**src/rtl/conv_window_gen_if.sv**
```systemverilog
// Handshake bundle for conv_window_gen: pixel stream in, flattened window stream out.
// The slave modport is the window generator; the master modport is its surroundings.
interface conv_window_gen_if #(
  parameter int DATA_WIDTH = 32,
  parameter int CONV_SIZE  = 9
);
  logic                  i_enable;
  logic                  i_valid;
  logic                  o_ready;
  logic [DATA_WIDTH-1:0] i_pixel;
  logic [DATA_WIDTH-1:0] o_window [0:CONV_SIZE-1];
  logic                  o_valid;
  logic                  i_ready;
  logic                  o_frame_done;

  modport master (
    output i_enable, i_valid, i_pixel, i_ready,
    input  o_ready, o_window, o_valid, o_frame_done
  );

  modport slave (
    input  i_enable, i_valid, i_pixel, i_ready,
    output o_ready, o_window, o_valid, o_frame_done
  );
endinterface

```
**src/rtl/conv_window_gen.sv**
```systemverilog
// Stride-1, no-padding sliding-window generator: buffers KERNEL_DIM-1 rows and emits
// each complete KERNEL_DIM x KERNEL_DIM window as a row-major flattened vector.
module conv_window_gen #(
  parameter int DATA_WIDTH = 32,
  parameter int KERNEL_DIM = 3,
  parameter int IMG_WIDTH  = 28,
  parameter int IMG_HEIGHT = 28
) (
  input  logic            i_clock,
  input  logic            i_reset,
  conv_window_gen_if.slave bus
);

  localparam int CONV_SIZE = KERNEL_DIM * KERNEL_DIM;
  localparam int NBUF      = KERNEL_DIM - 1;
  localparam int CW        = (IMG_WIDTH  > 1) ? $clog2(IMG_WIDTH)  : 1;
  localparam int RW        = (IMG_HEIGHT > 1) ? $clog2(IMG_HEIGHT) : 1;

  typedef enum logic [1:0] {
    FILL,
    ROW_WARMUP,
    EMIT
  } phase_e;

  logic [CW-1:0]         r_col;
  logic [RW-1:0]         r_row;
  logic [DATA_WIDTH-1:0] r_lineBuf [0:NBUF-1][0:IMG_WIDTH-1];
  logic [DATA_WIDTH-1:0] r_win     [0:KERNEL_DIM-1][0:KERNEL_DIM-1];
  logic                  r_valid;
  logic                  r_frameDone;

  logic [DATA_WIDTH-1:0] w_newCol [0:KERNEL_DIM-1];
  logic                  w_ready;
  logic                  w_accept;
  logic                  w_lastCol;
  logic                  w_lastRow;
  phase_e                w_phase;

  assign w_ready   = bus.i_enable && (!r_valid || bus.i_ready);
  assign w_accept  = bus.i_valid && w_ready;
  assign w_lastCol = (r_col == CW'(IMG_WIDTH - 1));
  assign w_lastRow = (r_row == RW'(IMG_HEIGHT - 1));

  assign bus.o_ready      = w_ready;
  assign bus.o_valid      = r_valid;
  assign bus.o_frame_done = r_frameDone;

  // The window registers stay frozen while a window is held, so they can drive the output directly.
  for (genvar gi = 0; gi < KERNEL_DIM; gi++) begin : g_winRow
    for (genvar gj = 0; gj < KERNEL_DIM; gj++) begin : g_winCol
      assign bus.o_window[gi*KERNEL_DIM + gj] = r_win[gi][gj];
    end
  end

  always_comb begin
    if (r_row < RW'(KERNEL_DIM - 1)) begin
      w_phase = FILL;
    end else if (r_col < CW'(KERNEL_DIM - 1)) begin
      w_phase = ROW_WARMUP;
    end else begin
      w_phase = EMIT;
    end
  end

  // Oldest buffered row lands at the top of the incoming column.
  always_comb begin
    for (int i = 0; i < NBUF; i++) begin
      w_newCol[i] = r_lineBuf[NBUF-1-i][r_col];
    end
    w_newCol[KERNEL_DIM-1] = bus.i_pixel;
  end

  // Line buffers are plain RAM: not reset, stale contents are masked by the counter phases.
  always_ff @(posedge i_clock) begin
    if (w_accept) begin
      r_lineBuf[0][r_col] <= bus.i_pixel;
      for (int k = 1; k < NBUF; k++) begin
        r_lineBuf[k][r_col] <= r_lineBuf[k-1][r_col];
      end
    end
  end

  always_ff @(posedge i_clock or negedge i_reset) begin
    if (!i_reset) begin
      r_col       <= '0;
      r_row       <= '0;
      r_valid     <= 1'b0;
      r_frameDone <= 1'b0;
      for (int i = 0; i < KERNEL_DIM; i++) begin
        for (int j = 0; j < KERNEL_DIM; j++) begin
          r_win[i][j] <= '0;
        end
      end
    end else if (w_accept) begin
      for (int i = 0; i < KERNEL_DIM; i++) begin
        for (int j = 0; j < KERNEL_DIM - 1; j++) begin
          r_win[i][j] <= r_win[i][j+1];
        end
        r_win[i][KERNEL_DIM-1] <= w_newCol[i];
      end
      if (w_lastCol) begin
        r_col <= '0;
        r_row <= w_lastRow ? '0 : r_row + 1'b1;
      end else begin
        r_col <= r_col + 1'b1;
      end
      r_valid     <= (w_phase == EMIT);
      r_frameDone <= (w_phase == EMIT) && w_lastRow && w_lastCol;
    end else if (r_valid && bus.i_ready) begin
      r_valid     <= 1'b0;
      r_frameDone <= 1'b0;
    end
  end

endmodule

```
**src/flat_wrapper.sv**
```systemverilog
// flat-port wrapper written by rule: the top's interface ports become plain ports
module conv_window_gen_flat 
#(
  parameter int DATA_WIDTH = 32,
  parameter int KERNEL_DIM = 3,
  parameter int IMG_WIDTH  = 28,
  parameter int IMG_HEIGHT = 28
)
  (i_clock, i_reset, bus_i_enable, bus_i_valid, bus_i_pixel, bus_i_ready, bus_o_ready, bus_o_window, bus_o_valid, bus_o_frame_done);
  conv_window_gen_if #(.DATA_WIDTH(DATA_WIDTH), .CONV_SIZE(9)) bus_i ();
  input  logic i_clock;
  input  logic i_reset;
  input wire logic [$bits(bus_i.i_enable)-1:0] bus_i_enable;
  input wire logic [$bits(bus_i.i_valid)-1:0] bus_i_valid;
  input wire logic [$bits(bus_i.i_pixel)-1:0] bus_i_pixel;
  input wire logic [$bits(bus_i.i_ready)-1:0] bus_i_ready;
  output wire logic [$bits(bus_i.o_ready)-1:0] bus_o_ready;
  output wire logic [$bits(bus_i.o_window)-1:0] bus_o_window;
  output wire logic [$bits(bus_i.o_valid)-1:0] bus_o_valid;
  output wire logic [$bits(bus_i.o_frame_done)-1:0] bus_o_frame_done;
  assign bus_i.i_enable = bus_i_enable;
  assign bus_i.i_valid = bus_i_valid;
  assign bus_i.i_pixel = bus_i_pixel;
  assign bus_i.i_ready = bus_i_ready;
  assign bus_o_ready = bus_i.o_ready;
  assign bus_o_window = {>>{bus_i.o_window}};
  assign bus_o_valid = bus_i.o_valid;
  assign bus_o_frame_done = bus_i.o_frame_done;
  conv_window_gen #(.DATA_WIDTH(DATA_WIDTH), .KERNEL_DIM(KERNEL_DIM), .IMG_WIDTH(IMG_WIDTH), .IMG_HEIGHT(IMG_HEIGHT)) u_core (.i_clock(i_clock), .i_reset(i_reset), .bus(bus_i));
endmodule
```
**config.mk**
```make
export PLATFORM = sky130hd
export DESIGN_NAME = conv_window_gen_flat
export DESIGN_NICKNAME = d
export VERILOG_FILES = /design/src/rtl/conv_window_gen_if.sv /design/src/rtl/conv_window_gen.sv /design/src/flat_wrapper.sv
export SDC_FILE = /design/constraint.sdc
export NUM_CORES = 2
export LEC_CHECK = 0
export BUFFER_PORTS_ARGS = -buffer_cell sky130_fd_sc_hd__buf_2
export CORE_MARGIN = 5
export CORE_UTILIZATION = 45
export DETAILED_ROUTE_END_ITERATION = 6
export PLACE_DENSITY = 0.65
export SLEW_MARGIN = 0
export SYNTH_ARGS = -nofsm -noshare
export SYNTH_HDL_FRONTEND = slang
export SYNTH_SLANG_ARGS = --single-unit
export TNS_END_PERCENT = 50
```
**constraint.sdc**
```tcl
create_clock -name i_clock -period 10.7 [get_ports i_clock]
set_clock_uncertainty 0.15 [all_clocks]
set_input_delay 3.21 -clock i_clock [delete_from_list [all_inputs] [get_ports i_clock]]
set_output_delay 3.21 -clock i_clock [all_outputs]
set_load 0.05 [all_outputs]
```
==> impl_metrics.env <==
export IMPL_crit_buf_inv=2
export IMPL_crit_fanout=5
export IMPL_post_cts_buffers=0
export IMPL_tns_ns=0
export IMPL_route_detailed_drc=0
export IMPL_setup_ws_ns=3.41
export IMPL_ys_async_sr_fraction=0.143
export IMPL_chipHeight_um=430
export IMPL_dieArea_sq_um=185000
export IMPL_syn_avg_cell_area_sq_um=18.1
export IMPL_power_leakage_nw=31.9
export IMPL_cpMostUsedCell="buf_2"
export IMPL_die_w_um=430
export IMPL_hold_path_class="flip-flop to flip-flop"
export IMPL_ys_warn_count=0
export IMPL_slowest_stage="nand2b_1"
export IMPL_synth_edff_count=1792
export IMPL_nets=4822
export IMPL_reg2reg_slack_ns=5.05
export IMPL_overflow=0
export IMPL_io_pins=328
export IMPL_crit_family="simple AND/OR/NAND/NOR gates"
export IMPL_crit_chain="buf_2 > nand2b_1 > and2_1 > buf_2"
export IMPL_ir_worst_vdd_mv=0.210
export IMPL_numPortBuffers=327
export IMPL_required_ns=7.34
export IMPL_drive_gt1_frac=0.217
export IMPL_yosysUniqueCellTypes=67
export IMPL_end_kind="output port"
export IMPL_final_cell_mix="1792 x edfxtp_1, 752 x nand2_1, 409 x mux2i_1"
export IMPL_drtIter0Drc=5249
export IMPL_timing_final_crit_share=0.681
export IMPL_yosysTopAreaCellShare=0.678
export IMPL_slew_headroom=0.0758
export IMPL_crit_arrival_ns=3.93
export IMPL_cts_tree="built"
export IMPL_finalCriticalPeriod_ns=7.29
export IMPL_worstMarginPinSlew_ns=1.38
export IMPL_viasPerCell=5.87
export IMPL_gp_congestion=0.815
export IMPL_yosysSeqAreaShare=0.772
export IMPL_cts_root_buf="clkbuf_16"
export IMPL_preCtsSetupSlack_ns=3.41
export IMPL_grt_pass1_vias=42163
export IMPL_wl_per_cell_um=29.3
export IMPL_clock_latency_ns=0.84
export IMPL_htree_levels=4
export IMPL_ys_flop_type="edfxtp_1"
export IMPL_worstHoldPathCells=2
export IMPL_synthCells=4389
export IMPL_grt_usage=0.227
export IMPL_hpwlAfterDp_um=125000
export IMPL_ff2ff_path_depth=7
export IMPL_setup_viol=0
export IMPL_status="finished, final reports clean"
export IMPL_grt_max_degree=132
export IMPL_cap_violations=0
export IMPL_cts_made_buffers=204
export IMPL_area_delta_synth_final_pct=13.9
export IMPL_grt_pass1_wl_um=306000
export IMPL_critical_path_max_stage_delay_ns=0.22
export IMPL_min_from="u_core.bus.o_window[166]"
export IMPL_hold_buffers=0
export IMPL_final_common_cell="edfxtp_1"
export IMPL_start_util=0.451
export IMPL_rsz0062_at_grt="false"
export IMPL_antenna_found_initial=10
export IMPL_p_per_area_nw_per_um2=278
export IMPL_yosys_area_top_type="edfxtp_1"
export IMPL_netlist_area_sq_um=79400
export IMPL_r2r_end="u_core.bus.o_window[98]"
export IMPL_critPathKind="input port to output port"
export IMPL_core_area_sq_um=176000
export IMPL_firstDrtPassIters=6
export IMPL_num_rows=154
export IMPL_fmax_ghz=0.137
export IMPL_hold_end="u_core.bus.o_window[166]"
export IMPL_clock_path_buffers=3
export IMPL_clk_pin_slew_ns=0.06
export IMPL_hold_violations=0
export IMPL_cts_resized=0
export IMPL_nFillCells=13941
export IMPL_vias=42814
export IMPL_synthTopCellsByArea="edfxtp_1 68%, dfrtp_1 9.5%, mux4_2 7.1%"
export IMPL_drv_slew=0
export IMPL_r2r_start="u_core.r_col[0]"
export IMPL_crit_path_start_kind="input port"
export IMPL_cts_sinks=2092
export IMPL_syn_nets=4431
export IMPL_routed_wl_um=213000
export IMPL_synth_seq_cells=2092
export IMPL_antenna_left=0
[worst max path at each step]
| stage | depth (start not counted) | start | slack, ns | end |
|---|---|---|---|---|
| after global routing | 4 | bus_i_ready | 3.37 | bus_o_ready |
| final | 4 | bus_i_ready | 3.41 | bus_o_ready |
| after detailed placement | 4 | bus_i_ready | 3.41 | bus_o_ready |
| after CTS | 4 | bus_i_ready | 3.40 | bus_o_ready |
| after global placement | 4 | bus_i_ready | 3.42 | bus_o_ready |
| after floorplan | 6 | bus_i_ready | 3.16 | u_core.r_lineBuf[0][1056] |
[power by group]
part           internal (mW)  switching [mW]
clock                   3.96            3.03
combinational           1.76            5.47
sequential              10.6           0.386
total                   16.3            8.88
[metal layers]
| metal | track usage | wire [um] | part of all wire |
|---|---|---|---|
| met1 | 0.319 | 85500 | 0.40 |
| met5 | 0 | 13 | 0.000061 |
| met3 | 0.0436 | 19000 | 0.089 |
| met4 | 0.0598 | 5650 | 0.026 |
| met2 | 0.368 | 103000 | 0.48 |
[registers in the layout, indices dropped and copies added, names as in the netlist]
register                 count
u_core.r_row                 5
u_core.r_lineBuf          1792
u_core.bus.o_valid           1
u_core.bus.o_frame_done      1
u_core.r_col                 5
u_core.bus.o_window        288
[cell type report]
| type | instances | area, sq um | share of cell area |
|---|---|---|---|
| Multi-Input combinational cell | 2054 | 17300 | 0.191 |
| Clock buffer | 270 | 5580 | 0.0617 |
| Clock inverter | 107 | 925 | 0.0102 |
| Sequential cell | 2092 | 61300 | 0.678 |
| Antenna cell | 1 | 2.50 | 0.0000277 |
| Tap cell | 2340 | 2930 | 0.0324 |
| Inverter | 4 | 17.5 | 0.000194 |
| Timing Repair Buffer | 424 | 2450 | 0.0271 |
[cell families (layout without fill, tap and decap cells)]
logic type      after synthesis  count (layout)  synth area share
flops                      2092            2092             0.772
simple gates               1005            1005            0.0526
mux                         693             693             0.127
compound gates              349             349            0.0310
buf+inv                     243             805            0.0159
fa+ha+maj                     5               5          0.000788
xor+xnor                      2               2          0.000221
other cells                   0               1                 0
[metrics by stage]
stage / hold WS [ns] / std cells / util / power, mW / instance area, sq um
after floorplan: 0.338 / 4389 / - / 15.4 / 79400
after detailed placement: 0.307 / 6914 / 0.477 / 18.3 / 84000
after global routing: 0.338 / 7291 / 0.514 / 26.0 / 90500
after global placement: 0.303 / 6914 / 0.477 / 18.2 / 84000
final: 0.317 / 7292 / 0.514 / 25.2 / 90500
after CTS: 0.322 / 7291 / 0.514 / 25.3 / 90500
[cells in the mapped netlist, drive strengths merged, types with 22 or more instances]
cell / count
buf: 138
nand2: 752
o21a: 22
o22ai: 132
dfrtp: 300
edfxtp: 1792
mux2i: 409
nor2: 104
clkbuf: 101
a211oi: 35
mux2: 33
nand3: 41
a22oi: 94
mux4: 251
nor3: 27
[worst reg2reg max path: stages (launching register included)]
cell,delay (ns)
dfrtp_4,0.91
buf_12,0.60
or4b_2,0.77
buf_4,0.56
o22ai_1,0.19
nor4_1,0.66
nand3_1,1.02
mux2_2,0.67
(Power assumes the default switching activity.)
